File: src/rtl/disp_pkg.sv
// ============================================================================
//  Module   : disp_pkg
//  Brief    : Shared display definitions: converter FSM states and BCD limits.
//  Revision : 1.0  initial release
// ============================================================================
`default_nettype none

package disp_pkg;

    typedef enum logic [1:0] {
        ST_IDLE  = 2'd0,
        ST_SHIFT = 2'd1,
        ST_LOAD  = 2'd2,
        ST_OVF   = 2'd3
    } state_t;

    localparam int unsigned C_BCD_MAX  = 9999;
    localparam logic [15:0] C_OVF_CODE = 16'hEEEE;

endpackage : disp_pkg

`default_nettype wire

File: src/rtl/disp_bcd_conv_if.sv
// ============================================================================
//  Module   : disp_bcd_conv_if
//  Brief    : Input handshake and display-side result bundle of the converter.
//  Revision : 1.0  initial release
// ============================================================================
`default_nettype none

interface disp_bcd_conv_if #(
    parameter int BIN_W = 14
);
    logic [BIN_W-1:0] bin_in;
    logic             in_valid;
    logic             in_ready;
    logic [15:0]      disp_num;
    logic             done;
    logic             ovf;

    modport master (
        output bin_in, in_valid,
        input  in_ready, disp_num, done, ovf
    );

    modport slave (
        input  bin_in, in_valid,
        output in_ready, disp_num, done, ovf
    );
endinterface : disp_bcd_conv_if

`default_nettype wire

File: src/rtl/bcd_adj_nibble.sv
// ============================================================================
//  Module   : bcd_adj_nibble
//  Brief    : Combinational double-dabble digit correction (>= 5 gets +3).
//  Revision : 1.0  initial release
// ============================================================================
`default_nettype none

module bcd_adj_nibble (
    input  wire logic [3:0] nib_in,
    output logic      [3:0] nib_out
);
    // Pre-shift digit is at most 9, so the 4-bit sum never wraps.
    assign nib_out = (nib_in >= 4'd5) ? (nib_in + 4'd3) : nib_in;
endmodule : bcd_adj_nibble

`default_nettype wire

File: src/rtl/disp_bcd_conv.sv
// ============================================================================
//  Module   : disp_bcd_conv
//  Brief    : Iterative binary-to-packed-BCD converter feeding the 4-digit display.
//  Revision : 1.0  initial release
// ============================================================================
`default_nettype none

module disp_bcd_conv
    import disp_pkg::*;
#(
    parameter int          BIN_W    = 14,
    parameter logic [15:0] OVF_CODE = C_OVF_CODE
) (
    input  wire logic           clk,
    input  wire logic           rst_n,
    disp_bcd_conv_if.slave      bus
);

    localparam logic [13:0] C_MAX_W = 14'(C_BCD_MAX);
    localparam logic [3:0]  C_CNT_INIT = 4'(BIN_W - 1);

    state_t           r_state;
    state_t           w_state_nxt;
    logic [BIN_W-1:0] r_bin;
    logic [15:0]      r_bcd;
    logic [3:0]       r_cnt;
    logic [15:0]      r_disp;
    logic             r_done;
    logic             r_ovf;

    logic             w_accept;
    logic             w_in_ovf;
    logic [13:0]      w_bin_ext;
    logic [15:0]      w_adj;

    assign w_accept  = bus.in_valid && (r_state == ST_IDLE);
    assign w_bin_ext = 14'(bus.bin_in);
    assign w_in_ovf  = (w_bin_ext > C_MAX_W);

    for (genvar gi = 0; gi < 4; gi++) begin : g_adj
        bcd_adj_nibble u_adj (
            .nib_in  (r_bcd[gi*4 +: 4]),
            .nib_out (w_adj[gi*4 +: 4])
        );
    end

    always_ff @(posedge clk or negedge rst_n) begin
        if (!rst_n) begin
            r_state <= ST_IDLE;
        end else begin
            r_state <= w_state_nxt;
        end
    end

    always_comb begin
        w_state_nxt = r_state;
        case (r_state)
            ST_IDLE: begin
                if (w_accept) begin
                    w_state_nxt = w_in_ovf ? ST_OVF : ST_SHIFT;
                end
            end
            ST_SHIFT: begin
                if (r_cnt == 4'd0) begin
                    w_state_nxt = ST_LOAD;
                end
            end
            ST_LOAD:  w_state_nxt = ST_IDLE;
            ST_OVF:   w_state_nxt = ST_IDLE;
            default:  w_state_nxt = ST_IDLE;
        endcase
    end

    // Scratch registers churn during SHIFT; only LOAD/OVF touch the display word.
    always_ff @(posedge clk or negedge rst_n) begin
        if (!rst_n) begin
            r_bin  <= '0;
            r_bcd  <= '0;
            r_cnt  <= '0;
            r_disp <= '0;
            r_done <= 1'b0;
            r_ovf  <= 1'b0;
        end else begin
            r_done <= 1'b0;
            case (r_state)
                ST_IDLE: begin
                    if (w_accept) begin
                        r_bin <= bus.bin_in;
                        r_bcd <= '0;
                        r_cnt <= C_CNT_INIT;
                    end
                end
                ST_SHIFT: begin
                    r_bcd <= {w_adj[14:0], r_bin[BIN_W-1]};
                    r_bin <= {r_bin[BIN_W-2:0], 1'b0};
                    r_cnt <= r_cnt - 4'd1;
                end
                ST_LOAD: begin
                    r_disp <= r_bcd;
                    r_ovf  <= 1'b0;
                    r_done <= 1'b1;
                end
                ST_OVF: begin
                    r_disp <= OVF_CODE;
                    r_ovf  <= 1'b1;
                    r_done <= 1'b1;
                end
                default: ;
            endcase
        end
    end

    assign bus.in_ready = (r_state == ST_IDLE);
    assign bus.disp_num = r_disp;
    assign bus.done     = r_done;
    assign bus.ovf      = r_ovf;

endmodule : disp_bcd_conv

`default_nettype wire

File: src/flat_wrapper.sv
// flat-port wrapper written by rule: the top's interface ports become plain ports
module disp_bcd_conv_flat import disp_pkg::*;
#(
    parameter int          BIN_W    = 14,
    parameter logic [15:0] OVF_CODE = C_OVF_CODE
)
  (clk, rst_n, bus_bin_in, bus_in_valid, bus_in_ready, bus_disp_num, bus_done, bus_ovf);
  disp_bcd_conv_if #(.BIN_W(BIN_W)) bus_i ();
  input  wire logic clk;
  input  wire logic rst_n;
  input wire logic [$bits(bus_i.bin_in)-1:0] bus_bin_in;
  input wire logic [$bits(bus_i.in_valid)-1:0] bus_in_valid;
  output wire logic [$bits(bus_i.in_ready)-1:0] bus_in_ready;
  output wire logic [$bits(bus_i.disp_num)-1:0] bus_disp_num;
  output wire logic [$bits(bus_i.done)-1:0] bus_done;
  output wire logic [$bits(bus_i.ovf)-1:0] bus_ovf;
  assign bus_i.bin_in = bus_bin_in;
  assign bus_i.in_valid = bus_in_valid;
  assign bus_in_ready = bus_i.in_ready;
  assign bus_disp_num = bus_i.disp_num;
  assign bus_done = bus_i.done;
  assign bus_ovf = bus_i.ovf;
  disp_bcd_conv #(.BIN_W(BIN_W), .OVF_CODE(OVF_CODE)) u_core (.clk(clk), .rst_n(rst_n), .bus(bus_i));
endmodule
File: config.mk
export PLATFORM = sky130hd
export DESIGN_NAME = disp_bcd_conv_flat
export DESIGN_NICKNAME = d
export VERILOG_FILES = /design/src/rtl/disp_pkg.sv /design/src/rtl/disp_bcd_conv_if.sv /design/src/rtl/bcd_adj_nibble.sv /design/src/rtl/disp_bcd_conv.sv /design/src/flat_wrapper.sv
export SDC_FILE = /design/constraint.sdc
export NUM_CORES = 1
export LEC_CHECK = 0
export BUFFER_PORTS_ARGS = -buffer_cell sky130_fd_sc_hd__buf_2
export CORE_ASPECT_RATIO = 0.75
export CORE_MARGIN = 3
export CORE_UTILIZATION = 51
export DETAILED_ROUTE_END_ITERATION = 10
export GPL_ROUTABILITY_DRIVEN = 0
export PLACE_DENSITY_LB_ADDON = 0.1
export SLEW_MARGIN = 20
export SYNTH_ARGS = -nofsm -noshare
export SYNTH_HDL_FRONTEND = slang
export SYNTH_SLANG_ARGS = --single-unit
File: constraint.sdc
create_clock -name clk -period 2.3 [get_ports clk]
set_clock_uncertainty 0.2 [all_clocks]
set_input_delay 0.46 -clock clk [delete_from_list [all_inputs] [get_ports clk]]
set_output_delay 0.46 -clock clk [all_outputs]
set_load 0.01 [all_outputs]
==> results of run 1 <==
## power by group through the flow
stage,clock (mW),combinational [mW],sequential [mW]
2_1_floorplan,0,1.25,1.66
3_3_place_gp,0,1.66,1.68
3_5_place_dp,0,1.70,1.68
4_1_cts,0.558,1.70,1.67
5_1_grt,0.604,1.93,1.73
6_report,0.545,1.69,1.67
## stage by stage
| stage | worst slack [ps] | hold slack [ps] | power (mW) | std cells |
|---|---|---|---|---|
| after global placement | 454 | 231 | 3.34 | 333 |
| final | 360 | 144 | 3.91 | 342 |
| after floorplan | 559 | -35.6 | 2.91 | 250 |
| after global routing | 224 | 165 | 4.26 | 342 |
| after CTS | 365 | 137 | 3.93 | 342 |
| after detailed placement | 411 | 225 | 3.38 | 333 |
## final cells by class
class / count / share of cell area [%]
inverters: 14 / 1.84
clock buffers: 6 / 2.89
multi-input cells: 165 / 35.9
well taps: 57 / 2.50
flip-flops and latches: 54 / 47.3
clock inverters: 2 / 0.438
repair buffers: 44 / 9.03
## logic make-up (layout without fill, tap and decap cells)
logic type | Yosys count | in the layout | synth area share [%]
flip-flops | 54 | 54 | 53.7
AO/OA/AOI/OAI | 62 | 62 | 16.6
AND/OR/NAND/NOR | 80 | 80 | 14.2
XOR/XNOR | 9 | 9 | 3.13
buffers and inverters | 31 | 66 | 5.67
multiplexers | 5 | 5 | 2.24
adder cells (fa/ha/maj) | 9 | 9 | 4.47
## layer usage
layer,up-vias,track usage [%]
li1,936,-
met1,912,28.1
met2,27,26.7
met3,4,3.83
met4,0,4.41
met5,-,0
## placed cells by master (no fill, tap or decap), types with 2 or more instances in the layout
master / instances
a21oi_1: 6
a31oi_1: 13
a32o_1: 5
buf_2: 35
buf_4: 7
clkbuf_8: 6
dfrtp_1: 54
ha_1: 9
inv_1: 14
mux2_2: 5
nand2_1: 34
nand2b_1: 5
nand3_1: 14
nor2_1: 19
nor4_1: 2
o21ai_0: 14
o21ai_1: 3
o22a_1: 10
o22ai_1: 3
o31ai_1: 7
xnor2_1: 6
xor2_1: 3
## flip-flops by register name, summed over array words and instances (netlist names)
register,count
u_core.bus.disp_num,16
u_core.bus.done,1
u_core.bus.ovf,1
u_core.r_bcd,16
u_core.r_bin,14
u_core.r_cnt,4
u_core.r_state,2
## worst paths after layout
kind | endpoint | slack [ps] | from | cells past startpoint
max | u_core.r_bcd[2] | 360 | u_core.r_bcd[1] | 6
min | u_core.r_bin[0] | 140 | bus_bin_in[0] | 3
max reg2reg | u_core.r_bcd[2] | 360 | u_core.r_bcd[1] | 6
min reg2reg | u_core.bus.disp_num[7] | 300 | u_core.bus.disp_num[7] | 1
max in group asynchronous | u_core.r_bcd[3] | 940 | rst_n | 3
min in group asynchronous | u_core.r_cnt[3] | 420 | rst_n | 2
## worst register-to-register path: stages (launching register included)
cell and delay, ps:
dfrtp_1 430, inv_1 100, ha_1 180, nand2b_1 130
a21oi_1 290, mux2_2 380, o21ai_0 150
==> flow_summary.yaml, run 1 <==
pwr:
  p_sw_mw: 1.54
  p_leak_nw: 1.28
  p_int_mw: 2.37
  p_sw_share_pct: 39.4
  p_clk_share_pct: 14.0
  seqPwrFrac_pct: 42.8
  powerDensity_nw_per_um2: 1370
  max-vdd-ir-drop_uv: 755
  p_comb_share_pct: 43.2
global_route:
  grt_pass1_vias: 1744
  grt_pass1_wl_um: 8320
  grt_use_total_pct: 18.4
  grt_max_degree: 30
  grt-ovfl-total: 0
  antenna_found_initial: 0
finish:
  final_cell_area_um2: 2850
  fin_util_pct: 62.1
  multi_input_comb_area_um2: 1030
  ff_latch_area_um2: 1350
  diodes: 0
  drive_gt1_share_pct: 20.7
  nNetsFinal: 310
  fillerInstances: 403
  area_growth_pct: 13.4
worst_setup_path:
  endpoint_kind: "flip-flop"
  path_class: "flip-flop to flip-flop"
  crit_required_ps: 2320
  slowest_stage: "dfrtp_1"
  arrival_ps: 1960
  cp_top_family: "compound AO/OA/AOI/OAI gates"
  path_buf_inv: 1
  max_stage_delay_ps: 430
  critPathMaxFanout: 4
  crit_chain: "inv_1 -> ha_1 -> nand2b_1 -> a21oi_1 -> mux2_2 -> o21ai_0"
  startpoint_type: "flip-flop"
cts:
  cts_hold_buffers: 1
  cts_tree: "built"
  postCtsSetupRepairBufs: 0
  path_clk_slew_ps: 100
  numCtsBuffers: 5
  clockRootBuffer: "clkbuf_8"
  cts_max_level: 2
  clk_latency_ps: 300
  clockBufferDepth: 2
  numClockSinks: 54
  cts_resized: 0
synthesis:
  syn_nets: 276
  synth_edf_count: 0
  synthArstFlopShare_pct: 100
  synth_area_leader_cell: "dfrtp_1"
  yosysSeqAreaShare_pct: 53.7
  yosysTopAreaCellShare_pct: 53.7
  synth_commonest_cells: "dfrtp_1, nand2_1, nor2_1"
  synth_cells: 250
  synth_warnings: 0
  synth.distinct_cells: 30
  synthFlopType: "dfrtp_1"
  ys_ff_latch: 54
  synth_area_leaders: "dfrtp_1, nand2_1, ha_1"
  avgSynthCellArea_um2: 10.1
  syn-cell-area_um2: 2520
  synth.most_common_cell: "dfrtp_1"
sta:
  setup_violations: 0
  period_minus_slack_ps: 1940
  finalMaxSlewViolations: 0
  fin_crit_sh_pct: 84.4
  finalSetupTns_ps: 0
  rsz0062_at_grt: "no"
  max_slew_margin_pct: 62.0
  worstMarginPinSlew_ps: 571
  timing.fmax_mhz: 515
  finalHoldViolCount: 0
detailed_routing:
  vias: 1879
  drtAntennaViolNets: 0
  firstDrtPassIters: 4
  routed.top_layer: "met4"
  wl_met3_um: 146
  drt_iter0_markers: 108
  route.detailed.drc: 0
  wl_um: 4910
  routedWlPerCell_um: 14.3
  viasPerCell: 5.49
  wl_met2_um: 2140
  met1Wirelength_um: 2590
floorplanning:
  core_area_um2: 4600
  fp-row-count: 21
  fp.dieArea_um2: 5820
  die_x_um: 87.1
  initial_utilization_pct: 54.7
  die_h_um: 66.8
  ios: 36
min_path:
  hp-class: "input port to flip-flop"
run:
  drv_cap: 0
place:
  port_buffers: 35
  placed_area_um2: 2750
  hpwlAfterDp_um: 3470
outcome:
  status: "completed"
Power figures use the tool's default switching activity.
==> run 2, diff against run 1 <==
==> constraint.sdc (replaced) <==
create_clock -name clk -period 1.8 [get_ports clk]
set_clock_uncertainty 0.2 [all_clocks]
set_input_delay 0.36 -clock clk [delete_from_list [all_inputs] [get_ports clk]]
set_output_delay 0.36 -clock clk [all_outputs]
set_load 0.01 [all_outputs]
==> run 2 against run 1 <==
Effect of this change:
- via count increased by 0.59%
- wire length rose by 0.20%
- clock power rose by 28%
- sequential power rose by 25%
- clock-buffer cell count is 1 higher
- worst setup slack worse by 270 ps
- critical path type is now flip-flop to primary output
==> flow_summary.yaml, run 2 (synthesized netlist as in run 1, its figures left out) <==
sta:
  rsz0062_at_grt: "no"
  max_slew_margin_pct: 75.7
  setup_violations: 0
  finalSetupTns_ps: 0
  finalMaxSlewViolations: 0
  period_minus_slack_ps: 1710
  worst_slack_ps: 94.7
  finalHoldViolCount: 0
  timing.fmax_mhz: 586
  worstMarginPinSlew_ps: 364
  fin_crit_sh_pct: 94.7
finish:
  final_cell_mix: "dfrtp_1, buf_2, nand2_1"
  final_cell_area_um2: 2960
  finalNonFillerCells: 354
  drive_gt1_share_pct: 26.6
  final_common_cell: "dfrtp_1"
  nNetsFinal: 322
  fin_util_pct: 64.4
  area_growth_pct: 17.7
  fillerInstances: 356
  diodes: 0
min_path:
  min_delay_worst_endpoint: "u_core.r_bin[0]"
  min_from: "bus_bin_in[0]"
  hold_path_depth: 3
  hp-class: "input port to flip-flop"
floorplanning:
  fp.dieArea_um2: 5820
  die_x_um: 87.1
  fp-row-count: 21
  die_h_um: 66.8
  core_area_um2: 4600
  initial_utilization_pct: 54.7
  ios: 36
pwr:
  max-vdd-ir-drop_uv: 1010
  p_leak_nw: 1.33
  powerDensity_nw_per_um2: 1770
worst_setup_path:
  cp_top_family: "flip-flops"
  r2r_start: "u_core.r_bcd[8]"
  critPathMaxFanout: 8
  arrival_ps: 1150
  endpoint_kind: "primary output"
  max_stage_delay_ps: 390
  startpoint: "u_core.r_state[0]"
  r2r_slack_ps: 110
  crit_chain: "buf_4 -> nor2_1 -> buf_2"
  r2r_cells: 6
  startpoint_type: "flip-flop"
  slowest_stage: "dfrtp_1"
  path_buf_inv: 2
  r2r_end: "u_core.r_bcd[10]"
  path_class: "flip-flop to primary output"
  crit_required_ps: 1240
cts:
  cts_tree: "built"
  clockRootBuffer: "clkbuf_8"
  clk_latency_ps: 310
  clockBufferDepth: 2
  numClockSinks: 54
  numCtsBuffers: 5
  cts_max_level: 2
  path_clk_slew_ps: 90
place:
  preCtsSetupSlack_ps: 7.42
  port_buffers: 35
  post-place-cells: 341
  hpwlAfterDp_um: 3330
  placed_area_um2: 2810
detailed_routing:
  drtAntennaViolNets: 0
  wl_um: 4920
  route.detailed.drc: 0
  viasPerCell: 5.34
  firstDrtPassIters: 4
  routedWlPerCell_um: 13.9
  vias: 1890
  drt_iter0_markers: 91
global_route:
  grt_pass1_wl_um: 8180
  grt_use_total_pct: 18.3
  antenna_found_initial: 0
  grt_pass1_vias: 1727
  grt_max_degree: 55
  grt-ovfl-total: 0
run:
  drv_cap: 0
outcome:
  status: "completed"
run 2: worst register-to-register path, delay by kind of cell, from the launching register on:
family,cells,cell delay (ps)
AOI/OAI and AO/OA,2,290
adders and majority gates,1,200
buffers and inverters,1,100
DFF,1,430
muxes,1,340
and+or+nand+nor,1,70
run 2: timing repair:
| action | CTS | global route |
|---|---|---|
| hold buffers | 1 | 0 |
| gates resized for setup | 0 | 10 |
| endpoints found under the setup margin | 1 | 4 |
| endpoints found under the hold margin | 54 | 0 |
| pin swaps | 0 | 1 |
| setup buffers | 1 | 3 |
run 2: per-stage QoR:
stage	hold slack, ps	total power [mW]
6_report	46.4	5.23
5_1_grt	65.7	5.69
4_1_cts	34.0	5.17
3_5_place_dp	176	4.45
3_3_place_gp	177	4.39
2_1_floorplan	-136	3.72
run 2: worst max-delay path by stage:
stage,endpoint,cells after the start
floorplan,u_core.r_bcd[2],6
global placement,u_core.r_bcd[2],6
detailed placement,u_core.r_bcd[2],6
CTS,u_core.r_bcd[10],6
global route,u_core.r_bcd[10],6
finish,bus_in_ready,3
run 2: final cells by class:
| class | instances | area, µm² | area share (%) |
|---|---|---|---|
| Timing Repair Buffer | 56 | 348 | 11.7 |
| Clock buffer | 7 | 86.3 | 2.91 |
| Sequential cell | 54 | 1350 | 45.6 |
| Tap cell | 57 | 71.3 | 2.41 |
| Multi-Input combinational cell | 165 | 1050 | 35.4 |
| Clock inverter | 1 | 5.00 | 0.169 |
| Inverter | 14 | 52.6 | 1.77 |
run 2: per-layer routing:
layer / share of wire [%] / vias to the layer above / global-route usage [%]
li1: - / 961 / -
met1: 52 / 900 / 26.7
met2: 43 / 24 / 27.1
met3: 3.3 / 5 / 4.08
met4: 1.1 / 0 / 5.75
met5: 0 / - / 0
run 2: report_power, final:
| group | switching [mW] | total (mW) | internal, mW |
|---|---|---|---|
| clock network | 0.383 | 0.695 | 0.311 |
| logic | 1.28 | 2.45 | 1.17 |
| registers | 0.353 | 2.08 | 1.73 |
| total | 2.01 | 5.23 | 3.22 |
